File: src/rtl/tow_key_conditioner.sv
// tow_key_conditioner
//   Input stage of the tug-of-war playfield. Each raw, asynchronous, bouncy,
//   active-low player key is synchronised and debounced. The block emits one
//   single-cycle registered press pulse per accepted press, however long the
//   key is held or however much it bounces.
// Ports
//   clk      system clock, all logic on posedge
//   reset    synchronous active-high reset
//   key_l_n  raw left key, active low, asynchronous
//   key_r_n  raw right key, active low, asynchronous
//   enable   0 suppresses pulses; the FSMs keep tracking the keys
//   L, R     left/right press pulse, one cycle, registered
//   held_l   left FSM in HELD or REL_WAIT, registered
//   held_r   right FSM in HELD or REL_WAIT, registered
module tow_key_conditioner #(
  parameter int unsigned DEBOUNCE_CYCLES = 4,
  parameter int unsigned CNT_W           = 16
) (
  input  logic clk,
  input  logic reset,
  input  logic key_l_n,
  input  logic key_r_n,
  input  logic enable,
  output logic L,
  output logic R,
  output logic held_l,
  output logic held_r
);

  localparam int unsigned NCH = 2;
  localparam logic [CNT_W-1:0] CNT_LAST = CNT_W'(DEBOUNCE_CYCLES - 1);

  typedef enum logic [1:0] {
    IDLE       = 2'd0,
    PRESS_WAIT = 2'd1,
    HELD       = 2'd2,
    REL_WAIT   = 2'd3
  } state_t;

  // Channel 0 = left, channel 1 = right
  logic [NCH-1:0] key_n;
  logic [NCH-1:0] sync1;
  logic [NCH-1:0] sync2;
  logic [NCH-1:0] pressed;

  state_t           state_q [NCH];
  state_t           state_d [NCH];
  logic [CNT_W-1:0] cnt_q   [NCH];
  logic [CNT_W-1:0] cnt_d   [NCH];
  logic [NCH-1:0]   pulse_q;
  logic [NCH-1:0]   pulse_d;
  logic [NCH-1:0]   held_q;
  logic [NCH-1:0]   held_d;

  assign key_n = {key_r_n, key_l_n};

  // Two-flop synchroniser; resets to the released level
  always_ff @(posedge clk) begin
    if (reset) begin
      sync1 <= '1;
      sync2 <= '1;
    end else begin
      sync1 <= key_n;
      sync2 <= sync1;
    end
  end

  assign pressed = ~sync2;

  // State, counter and output registers for both channels
  always_ff @(posedge clk) begin
    if (reset) begin
      for (int i = 0; i < NCH; i++) begin
        state_q[i] <= IDLE;
        cnt_q[i]   <= '0;
      end
      pulse_q <= '0;
      held_q  <= '0;
    end else begin
      for (int i = 0; i < NCH; i++) begin
        state_q[i] <= state_d[i];
        cnt_q[i]   <= cnt_d[i];
      end
      pulse_q <= pulse_d;
      held_q  <= held_d;
    end
  end

  // Debounce FSM per channel; pulse only on the PRESS_WAIT -> HELD transition
  always_comb begin
    for (int i = 0; i < NCH; i++) begin
      state_d[i] = state_q[i];
      cnt_d[i]   = cnt_q[i];
      pulse_d[i] = 1'b0;
      held_d[i]  = 1'b0;
      case (state_q[i])
        IDLE: begin
          if (pressed[i]) begin
            state_d[i] = PRESS_WAIT;
            cnt_d[i]   = '0;
          end
        end
        PRESS_WAIT: begin
          if (!pressed[i]) begin
            state_d[i] = IDLE;
          end else if (cnt_q[i] == CNT_LAST) begin
            state_d[i] = HELD;
            pulse_d[i] = enable;
          end else begin
            cnt_d[i] = cnt_q[i] + CNT_W'(1);
          end
        end
        HELD: begin
          if (!pressed[i]) begin
            state_d[i] = REL_WAIT;
            cnt_d[i]   = '0;
          end
        end
        REL_WAIT: begin
          // Re-press during release debounce is bounce: back to HELD, no pulse
          if (pressed[i]) begin
            state_d[i] = HELD;
          end else if (cnt_q[i] == CNT_LAST) begin
            state_d[i] = IDLE;
          end else begin
            cnt_d[i] = cnt_q[i] + CNT_W'(1);
          end
        end
        default: begin
          state_d[i] = IDLE;
          cnt_d[i]   = '0;
        end
      endcase
      held_d[i] = (state_d[i] == HELD) || (state_d[i] == REL_WAIT);
    end
  end

  assign L      = pulse_q[0];
  assign R      = pulse_q[1];
  assign held_l = held_q[0];
  assign held_r = held_q[1];

endmodule
File: config.mk
export PLATFORM = sky130hd
export DESIGN_NAME = tow_key_conditioner
export DESIGN_NICKNAME = d
export VERILOG_FILES = /design/src/rtl/tow_key_conditioner.sv
export SDC_FILE = /design/constraint.sdc
export NUM_CORES = 1
export LEC_CHECK = 0
export ABC_CLOCK_PERIOD_IN_PS = 4300
export BUFFER_PORTS_ARGS = -buffer_cell sky130_fd_sc_hd__buf_2
export CORE_UTILIZATION = 60
export DETAILED_ROUTE_END_ITERATION = 10
export GPL_ROUTABILITY_DRIVEN = 0
export GPL_TIMING_DRIVEN = 0
export PLACE_DENSITY = 0.77
export SLEW_MARGIN = 40
export SYNTH_ARGS = -nofsm -noshare
export SYNTH_HDL_FRONTEND = slang
export SYNTH_SLANG_ARGS = --single-unit
File: constraint.sdc
create_clock -name clk -period 4.3 [get_ports clk]
set_clock_uncertainty 0.1 [all_clocks]
set_input_delay 0.43 -clock clk [delete_from_list [all_inputs] [get_ports clk]]
set_output_delay 0.43 -clock clk [all_outputs]
set_load 0.01 [all_outputs]
==> impl_metrics.prom, run 1 <==
# TYPE chip_impl_metric gauge
chip_impl_metric{name="postSynthAreaPerCell",unit="um2"} 9.031
chip_impl_metric{name="preCtsSetupSlack",unit="ps"} 2273
chip_impl_metric{name="detailedRoute.firstPassIterationCount",unit=""} 4
chip_impl_metric{name="inserted_clock_buffers",unit=""} 5
chip_impl_metric{name="worstMarginPinSlew",unit="ps"} 502.1
chip_impl_metric{name="vias",unit=""} 1646
chip_impl_metric{name="ff2ff_path_depth",unit=""} 5
chip_impl_metric{name="cts_hold_buffers",unit=""} 0
chip_impl_metric{name="worst_slew_margin_rel",unit=""} 0.6608
chip_impl_metric{name="io_pins",unit=""} 9
chip_impl_metric{name="p_per_area",unit="nW/um2"} 317.2
chip_impl_metric{name="reg2reg_slack",unit="ps"} 2210
chip_impl_info{name="start_to_end_type_of_the_worst_setup_path",value="reg2reg"} 1
chip_impl_metric{name="cts_setup_buffers",unit=""} 0
chip_impl_metric{name="vias_per_cell",unit=""} 6.074
chip_impl_metric{name="max_stage_delay",unit="ps"} 440
chip_impl_metric{name="synth-edff-count",unit=""} 0
chip_impl_metric{name="drive_gt1_frac",unit=""} 0.1101
chip_impl_metric{name="wire_length_of_the_first_global_routing_pass",unit="um"} 6665
chip_impl_info{name="cts_root_buf",value="clkbuf_4"} 1
chip_impl_metric{name="wl_per_cell",unit="um"} 14.05
chip_impl_info{name="main_flop_type_after_synthesis",value="dfxtp_1"} 1
chip_impl_metric{name="total_leakage_power",unit="nW"} 0.6858
chip_impl_metric{name="layout_overhead_on_the_synthesized_area",unit="%"} 9.126
chip_impl_metric{name="timing.final.ws_setup",unit="ps"} 2209
chip_impl_metric{name="yosysWarningCount",unit=""} 0
chip_impl_info{name="crit_path_cell_trace",value="ha_1 -> nor4b_1 -> a41oi_1 -> or3b_1 -> o31ai_1"} 1
chip_impl_info{name="holdCritPathClass",value="in2reg"} 1
chip_impl_metric{name="place_inst",unit=""} 263
chip_impl_metric{name="worst_setup_hold_path_clk_slew",unit="ps"} 120
chip_impl_metric{name="maxSlewViolCount",unit=""} 0
chip_impl_metric{name="min_period",unit="ps"} 2091
chip_impl_metric{name="multiInputGateArea",unit="um2"} 1017
chip_impl_metric{name="crit_path_max_fanout",unit=""} 6
chip_impl_metric{name="postRouteWirelength",unit="um"} 3808
chip_impl_metric{name="setup_violations",unit=""} 0
chip_impl_metric{name="synth.ff_latch_count",unit=""} 42
chip_impl_metric{name="cts_max_level",unit=""} 2
chip_impl_info{name="critPathLaunchType",value="flop"} 1
chip_impl_metric{name="clk-insertion-delay-late",unit="ps"} 340
chip_impl_info{name="rsz0062_at_grt",value="no"} 1
chip_impl_metric{name="sequential_element_share_of_the_synthesized_area",unit=""} 0.4412
chip_impl_info{name="critical-path-slowest-cell",value="or3b_1"} 1
chip_impl_metric{name="initial_utilization",unit=""} 0.6293
chip_impl_metric{name="setup_tns",unit="ps"} 0
chip_impl_metric{name="grt_start_max_net_pins",unit=""} 14
chip_impl_metric{name="route.antenna.remaining_nets",unit=""} 0
chip_impl_metric{name="seq_area",unit="um2"} 840.8
chip_impl_metric{name="total_global_route_track_usage",unit=""} 0.2569
chip_impl_metric{name="finalHoldViolations",unit=""} 0
chip_impl_metric{name="placeableCoreArea",unit="um2"} 3028
chip_impl_metric{name="clkSinkCount",unit=""} 42
chip_impl_metric{name="grt_pass1_vias",unit=""} 1525
chip_impl_metric{name="dpl.hpwl",unit="um"} 2870
chip_impl_metric{name="die_h",unit="um"} 58.36
chip_impl_metric{name="worst-endpoint-required",unit="ps"} 4460
chip_impl_info{name="worst_setup_path_end_kind",value="flop"} 1
chip_impl_info{name="hp-start",value="key_l_n"} 1
chip_impl_metric{name="antenna-diode-count",unit=""} 0
chip_impl_metric{name="critPathArrivalTime",unit="ps"} 2250
chip_impl_metric{name="core.rowCount",unit=""} 20
chip_impl_info{name="worst_hold_path.endpoint",value="sync1[0]$_SDFF_PP1_"} 1
chip_impl_metric{name="hold_depth",unit=""} 2
chip_impl_metric{name="number_of_nets_in_the_synthesized_netlist",unit=""} 218
chip_impl_metric{name="ir_drop",unit="V"} 0.0001680
chip_impl_metric{name="buffer_ports.inserted",unit=""} 8
chip_impl_metric{name="cts.path.max_buffers",unit=""} 2
chip_impl_info{name="r2r-end",value="cnt_q[0][0]$_SDFFE_PP0P_"} 1
chip_impl_metric{name="whs",unit="ps"} 161.8
chip_impl_metric{name="drv_cap",unit=""} 0
chip_impl_metric{name="fp.dieW",unit="um"} 58.36
chip_impl_metric{name="detail_route.drc_violations",unit=""} 0
chip_impl_info{name="worst_r2r_src",value="cnt_q[0][0]$_SDFFE_PP0P_"} 1
chip_impl_info{name="cts_tree",value="yes"} 1
chip_impl_metric{name="overflow",unit=""} 0
chip_impl_metric{name="ys_types",unit=""} 41
chip_impl_metric{name="filler_cell_count",unit=""} 260
chip_impl_metric{name="cts.repair.resized",unit=""} 0
chip_impl_metric{name="drtIter0Drc",unit=""} 96
chip_impl_metric{name="fmaxAchievable",unit="MHz"} 478.2
chip_impl_metric{name="synthesis.instances",unit=""} 211
chip_impl_info{name="outcome",value="finished clean"} 1
chip_impl_metric{name="grt_antenna_before_repair",unit=""} 0
chip_impl_metric{name="final_min_period_over_clock_period",unit=""} 0.4863
chip_impl_metric{name="async_flop_share",unit=""} 0
chip_impl_metric{name="post_synth_instance_area",unit="um2"} 1906
chip_impl_metric{name="layout_cells_excl_fill",unit=""} 271
chip_impl_metric{name="floorplan.die_area",unit="um2"} 3405
chip_impl_metric{name="final_net_count",unit=""} 233
[state kept, by name (all words and copies together), names as in the netlist]
signal	flops
state_q	3
sync1	2
sync2	2
pulse_q	2
held_q	1
cnt_q	32
[routing by layer]
| metal | vias to the layer above | track usage | routed length (um) |
|---|---|---|---|
| li1 | 821 | - | - |
| met1 | 791 | 0.2963 | 1648 |
| met2 | 28 | 0.4565 | 2003 |
| met3 | 6 | 0.05934 | 105 |
| met4 | 0 | 0.1088 | 51 |
| met5 | - | 0 | 0 |
[logic make-up after synthesis]
logic type,Yosys count,share of synthesized area
flops,42,0.4412
fa+ha+maj,2,0.01313
xor+xnor,16,0.07748
mux,1,0.005253
simple gates,101,0.3145
compound gates,37,0.1234
buf+inv,12,0.02495
[worst max-delay path: cells and delay by family, from the launching register on]
family	cells	cell delay (ps)
AO/OA/AOI/OAI	2	390
adder cells (fa/ha/maj)	1	240
flip-flops	1	420
AND/OR/NAND/NOR	2	860
[placed cells by master (no fill, tap or decap), types with 6 or more instances in the layout]
cell	n
dfxtp_1	42
a21oi_1	16
nor2_1	15
nand2_1	13
nand3_1	13
nor4_1	10
buf_2	10
xor2_1	9
nand4_1	9
or4_1	7
or3_1	6
o31ai_1	6
inv_1	6
xnor2_1	6
[where the power goes]
group,switching [W],internal (W)
clock network,0.000122,0.000123
logic,0.0000141,0.00000721
registers,0.00000209,0.000391
[layout make-up]
| type | count | share of cell area |
|---|---|---|
| repair buffers | 8 | 0.01925 |
| clock buffers | 6 | 0.01986 |
| clock inverters | 2 | 0.01805 |
| flip-flops and latches | 42 | 0.4043 |
| inverters | 6 | 0.01083 |
| multi-input cells | 157 | 0.4892 |
| well taps | 44 | 0.02647 |
| plain buffers | 6 | 0.01203 |
[worst max-delay path by stage]
stage                                endpoint                      start  slack, ps  cells past startpoint
floorplan           cnt_q[0][12]$_SDFFE_PP0P_   state_q[0][1]$_SDFF_PP0_       2480                      5
global placement    cnt_q[0][18]$_SDFFE_PP0P_  cnt_q[0][16]$_SDFFE_PP0P_       2400                      5
detailed placement   cnt_q[0][0]$_SDFFE_PP0P_   cnt_q[0][0]$_SDFFE_PP0P_       2270                      5
CTS                  cnt_q[0][0]$_SDFFE_PP0P_   cnt_q[0][0]$_SDFFE_PP0P_       2230                      5
global route         cnt_q[0][0]$_SDFFE_PP0P_   cnt_q[0][0]$_SDFFE_PP0P_       2030                      5
finish               cnt_q[0][0]$_SDFFE_PP0P_   cnt_q[0][0]$_SDFFE_PP0P_       2210                      5
[synth_stat cells (2+ instances only)]
| cell type | count | area share |
|---|---|---|
| xor2_1 | 9 | 0.041 |
| a21oi_1 | 16 | 0.042 |
| and2_1 | 3 | 0.0099 |
| xnor2_1 | 6 | 0.028 |
| clkbuf_1 | 4 | 0.0079 |
| o211ai_1 | 2 | 0.0079 |
| buf_2 | 2 | 0.0053 |
| or4_1 | 7 | 0.028 |
| or2_0 | 2 | 0.0066 |
| nor2b_1 | 2 | 0.0066 |
| or2_2 | 4 | 0.013 |
| nand3_1 | 13 | 0.034 |
| nand2b_1 | 3 | 0.0099 |
| a41oi_1 | 2 | 0.0092 |
| nor4b_1 | 4 | 0.018 |
| nand2_1 | 13 | 0.026 |
| nor2_1 | 15 | 0.030 |
| dfxtp_1 | 42 | 0.44 |
| nand4_1 | 9 | 0.030 |
| and4_1 | 2 | 0.0092 |
| o31ai_1 | 6 | 0.024 |
| inv_1 | 6 | 0.012 |
| nor4_1 | 10 | 0.033 |
| or3_1 | 6 | 0.020 |
| or3b_1 | 3 | 0.014 |
| o21ai_1 | 3 | 0.0079 |
| ha_1 | 2 | 0.013 |
| o41ai_1 | 2 | 0.0092 |
[metrics by stage]
| step | utilization | total power, W | instance area, um2 |
|---|---|---|---|
| floorplan | - | 0.0004160 | 1906 |
| global placement | 0.6607 | 0.0004224 | 2001 |
| detailed placement | 0.6607 | 0.0004232 | 2001 |
| CTS | 0.6868 | 0.0006659 | 2079 |
| global route | 0.6868 | 0.0006886 | 2079 |
| finish | 0.6868 | 0.0006596 | 2079 |
Power figures use the tool's default switching activity.
==> inputs of run 2 (changes only) <==
ABC_AREA = 1   (was default)
ABC_CLOCK_PERIOD_IN_PS = 1800   (was 4300)
CORE_UTILIZATION = 55   (was 60)
PLACE_DENSITY = 0.74   (was 0.77)
clock period = 1.8 ns   (was 4.3 ns; I/O delays follow)
==> impl_metrics.prom, run 2 <==
# TYPE chip_impl_metric gauge
chip_impl_metric{name="grt_antenna_before_repair",unit=""} 0
chip_impl_metric{name="number_of_nets_in_the_synthesized_netlist",unit=""} 374
chip_impl_metric{name="wire_length_of_the_first_global_routing_pass",unit="um"} 7907
chip_impl_info{name="worst_setup_path_end_kind",value="flop"} 1
chip_impl_metric{name="overflow",unit=""} 0
chip_impl_metric{name="clkSinkCount",unit=""} 42
chip_impl_info{name="holdCritPathClass",value="in2reg"} 1
chip_impl_metric{name="wl_per_cell",unit="um"} 11.11
chip_impl_metric{name="antenna-diode-count",unit=""} 0
chip_impl_info{name="mostFrequentLayoutCell",value="nand2_1"} 1
chip_impl_metric{name="hold_depth",unit=""} 3
chip_impl_metric{name="fmaxAchievable",unit="MHz"} 601.2
chip_impl_metric{name="place_inst",unit=""} 425
chip_impl_metric{name="dpl.hpwl",unit="um"} 3545
chip_impl_metric{name="placeableCoreArea",unit="um2"} 4029
chip_impl_metric{name="max_stage_delay",unit="ps"} 390
chip_impl_metric{name="worst_setup_hold_path_clk_slew",unit="ps"} 100
chip_impl_metric{name="crit_path_max_fanout",unit=""} 10
chip_impl_info{name="synth.top_cells.by_area",value="dfxtp_1, nand2_1, nor2_1, inv_1, nand3_1"} 1
chip_impl_metric{name="postRouteWirelength",unit="um"} 4868
chip_impl_info{name="cts_tree",value="yes"} 1
chip_impl_metric{name="drv_cap",unit=""} 0
chip_impl_info{name="registers.top_by_ff_count",value="cnt_q"} 1
chip_impl_metric{name="drive_gt1_frac",unit=""} 0.1314
chip_impl_metric{name="cts_max_level",unit=""} 2
chip_impl_info{name="layout.cells.most_common_list",value="nand2_1, nor2_1, inv_1"} 1
chip_impl_metric{name="detailedRoute.firstPassIterationCount",unit=""} 4
chip_impl_metric{name="grt_start_max_net_pins",unit=""} 16
chip_impl_metric{name="synth_largest_type_area_fraction",unit=""} 0.3601
chip_impl_info{name="worst_r2r_src",value="cnt_q[0][0]$_SDFFE_PP0P_"} 1
chip_impl_metric{name="final_core_utilization",unit=""} 0.6429
chip_impl_metric{name="vias_per_cell",unit=""} 5.059
chip_impl_metric{name="clk-insertion-delay-late",unit="ps"} 310
chip_impl_metric{name="final_net_count",unit=""} 394
chip_impl_metric{name="worstMarginPinSlew",unit="ps"} 679.0
chip_impl_metric{name="inserted_clock_buffers",unit=""} 5
chip_impl_info{name="yosysTopAreaCell",value="dfxtp_1"} 1
chip_impl_metric{name="yosysWarningCount",unit=""} 0
chip_impl_metric{name="worst-endpoint-required",unit="ps"} 1890
chip_impl_metric{name="sequential_element_share_of_the_synthesized_area",unit=""} 0.3601
chip_impl_metric{name="ys_types",unit=""} 27
chip_impl_info{name="top_count_cell_post_synth",value="nand2_1"} 1
chip_impl_metric{name="postSynthAreaPerCell",unit="um2"} 6.362
chip_impl_info{name="crit_path_cell_trace",value="ha_1 -> inv_1 -> nor2_1 -> nand2_2 -> nor2_4 -> nand2_4 -> nand2_8 -> buf_12 -> nor2_1 -> nor2_1 -> nor2_1"} 1
chip_impl_metric{name="synth.ff_latch_count",unit=""} 42
chip_impl_metric{name="critPathArrivalTime",unit="ps"} 1750
chip_impl_metric{name="route.antenna.remaining_nets",unit=""} 0
chip_impl_metric{name="io_pins",unit=""} 9
chip_impl_metric{name="buffer_ports.inserted",unit=""} 8
chip_impl_metric{name="fp.dieW",unit="um"} 67.16
chip_impl_metric{name="vias",unit=""} 2216
chip_impl_metric{name="largest_register_ffs",unit=""} 32
chip_impl_metric{name="min_period",unit="ps"} 1663
chip_impl_metric{name="final_min_period_over_clock_period",unit=""} 0.9241
chip_impl_metric{name="finalHoldViolations",unit=""} 0
chip_impl_info{name="hp-start",value="enable"} 1
chip_impl_info{name="synth_top_cells_by_count",value="nand2_1, nor2_1, inv_1"} 1
chip_impl_metric{name="drtIter0Drc",unit=""} 122
chip_impl_metric{name="layout_cells_excl_fill",unit=""} 438
chip_impl_info{name="outcome",value="finished clean"} 1
chip_impl_metric{name="reg2reg_slack",unit="ps"} 140
chip_impl_info{name="timing.critical_path.mode_cell",value="nor2_1"} 1
chip_impl_info{name="largest_registers",value="cnt_q x32, state_q x3"} 1
chip_impl_metric{name="maxSlewViolCount",unit=""} 0
chip_impl_metric{name="total_leakage_power",unit="nW"} 1.090
chip_impl_info{name="r2r-end",value="cnt_q[0][9]$_SDFFE_PP0P_"} 1
chip_impl_metric{name="filler_cell_count",unit=""} 370
chip_impl_metric{name="initial_utilization",unit=""} 0.5795
chip_impl_metric{name="cts.path.max_buffers",unit=""} 2
chip_impl_metric{name="ir_drop",unit="V"} 0.0003701
chip_impl_metric{name="post_synth_instance_area",unit="um2"} 2335
chip_impl_metric{name="core.rowCount",unit=""} 23
chip_impl_info{name="main_flop_type_after_synthesis",value="dfxtp_1"} 1
chip_impl_info{name="start_to_end_type_of_the_worst_setup_path",value="reg2reg"} 1
chip_impl_metric{name="die_h",unit="um"} 67.16
chip_impl_metric{name="synthesis.instances",unit=""} 367
chip_impl_metric{name="synth-edff-count",unit=""} 0
chip_impl_metric{name="grt_pass1_vias",unit=""} 1851
chip_impl_metric{name="floorplan.die_area",unit="um2"} 4510
chip_impl_metric{name="worst_slew_margin_rel",unit=""} 0.5473
chip_impl_info{name="worst_hold_path.endpoint",value="pulse_q[0]$_SDFF_PP0_"} 1
chip_impl_info{name="critical-path-slowest-cell",value="dfxtp_4"} 1
chip_impl_info{name="cp-startpoint",value="cnt_q[0][0]$_SDFFE_PP0P_"} 1
chip_impl_metric{name="detail_route.drc_violations",unit=""} 0
chip_impl_metric{name="total_global_route_track_usage",unit=""} 0.2349
chip_impl_metric{name="p_per_area",unit="nW/um2"} 645.1
chip_impl_info{name="cts_root_buf",value="clkbuf_8"} 1
chip_impl_metric{name="layout_overhead_on_the_synthesized_area",unit="%"} 10.93
chip_impl_metric{name="setup_tns",unit="ps"} 0
chip_impl_metric{name="async_flop_share",unit=""} 0
chip_impl_info{name="critPathLaunchType",value="flop"} 1
chip_impl_metric{name="ff2ff_path_depth",unit=""} 11
chip_impl_metric{name="setup_violations",unit=""} 0
[run 2: cell types whose count changed after synthesis, sizes merged, moves of 7 or more]
cell	change
or4	-8
nand4	+7
a21oi	-7
nand3	+16
nand2	+81
nor4	-8
nor2	+63
inv	+53
xnor2	-7
o21ai	+9
[run 2: metrics by stage]
| step | total power (W) | setup WS, ps | cell area [um2] | hold slack (ps) |
|---|---|---|---|---|
| 6_report | 0.001671 | 136.6 | 2590 | 19.25 |
| 5_1_grt | 0.001733 | -1.825 | 2590 | 32.04 |
| 4_1_cts | 0.001681 | 57.15 | 2552 | 25.89 |
| 3_5_place_dp | 0.001038 | 3.382 | 2437 | 268.6 |
| 3_3_place_gp | 0.001038 | 7.415 | 2437 | 264.0 |
| 2_1_floorplan | 0.001014 | 226.9 | 2335 | 163.8 |
[run 2: cell families (layout without fill, tap and decap cells)]
logic type,after synthesis,after routing,synth area share
AO/OA/AOI/OAI,23,23,0.05680
buffers and inverters,65,86,0.1158
XOR/XNOR,3,3,0.01126
AND/OR/NAND/NOR,232,232,0.4453
flip-flops,42,42,0.3601
adder cells (fa/ha/maj),2,2,0.01072
[run 2: how the worst max path moves through the flow]
stage                                           to  depth (start not counted)
after CTS                 cnt_q[0][9]$_SDFFE_PP0P_                         11
after detailed placement  cnt_q[0][9]$_SDFFE_PP0P_                         11
after global placement    cnt_q[0][9]$_SDFFE_PP0P_                         11
after global routing      cnt_q[0][9]$_SDFFE_PP0P_                         11
after floorplan           cnt_q[0][9]$_SDFFE_PP0P_                         11
final                     cnt_q[0][9]$_SDFFE_PP0P_                         11
[run 2: final cells by class]
class | count | area, um2 | share of cell area
Multi-Input combinational cell | 260 | 1235 | 0.4768
Sequential cell | 42 | 845.8 | 0.3266
Inverter | 60 | 230.2 | 0.08889
Timing Repair Buffer | 13 | 82.58 | 0.03188
Clock buffer | 5 | 68.82 | 0.02657
Tap cell | 50 | 62.56 | 0.02415
Buffer | 5 | 40.04 | 0.01546
Clock inverter | 3 | 25.02 | 0.009662
[run 2: critical path, delay by kind of cell (launching register included)]
kind / cells / cell delay [ps]
DFF: 1 / 390
adders and majority gates: 1 / 190
buffers and inverters: 2 / 220
and+or+nand+nor: 8 / 660
[run 2: report_power, final]
part / internal, W / switching [W]
clock network: 0.000280 / 0.000370
registers: 0.000935 / 0.00000564
logic: 0.0000259 / 0.0000536
total: 0.00124 / 0.000429
[run 2: repair_timing]
action / CTS / global route
pin swaps: 0 / 1
endpoints found under the hold margin: 2 / 0
setup buffers: 0 / 3
hold buffers: 2 / 0
resized for setup: 1 / 4
endpoints found under the setup margin: 1 / 8
[run 2: routing by layer]
metal  share of wire  GRT usage  vias to the layer above
met3           0.027    0.04561                        7
li1                -          -                     1193
met5               0          0                        -
met2            0.50     0.4238                       36
met1            0.46     0.2743                      980
met4           0.013    0.07979                        0
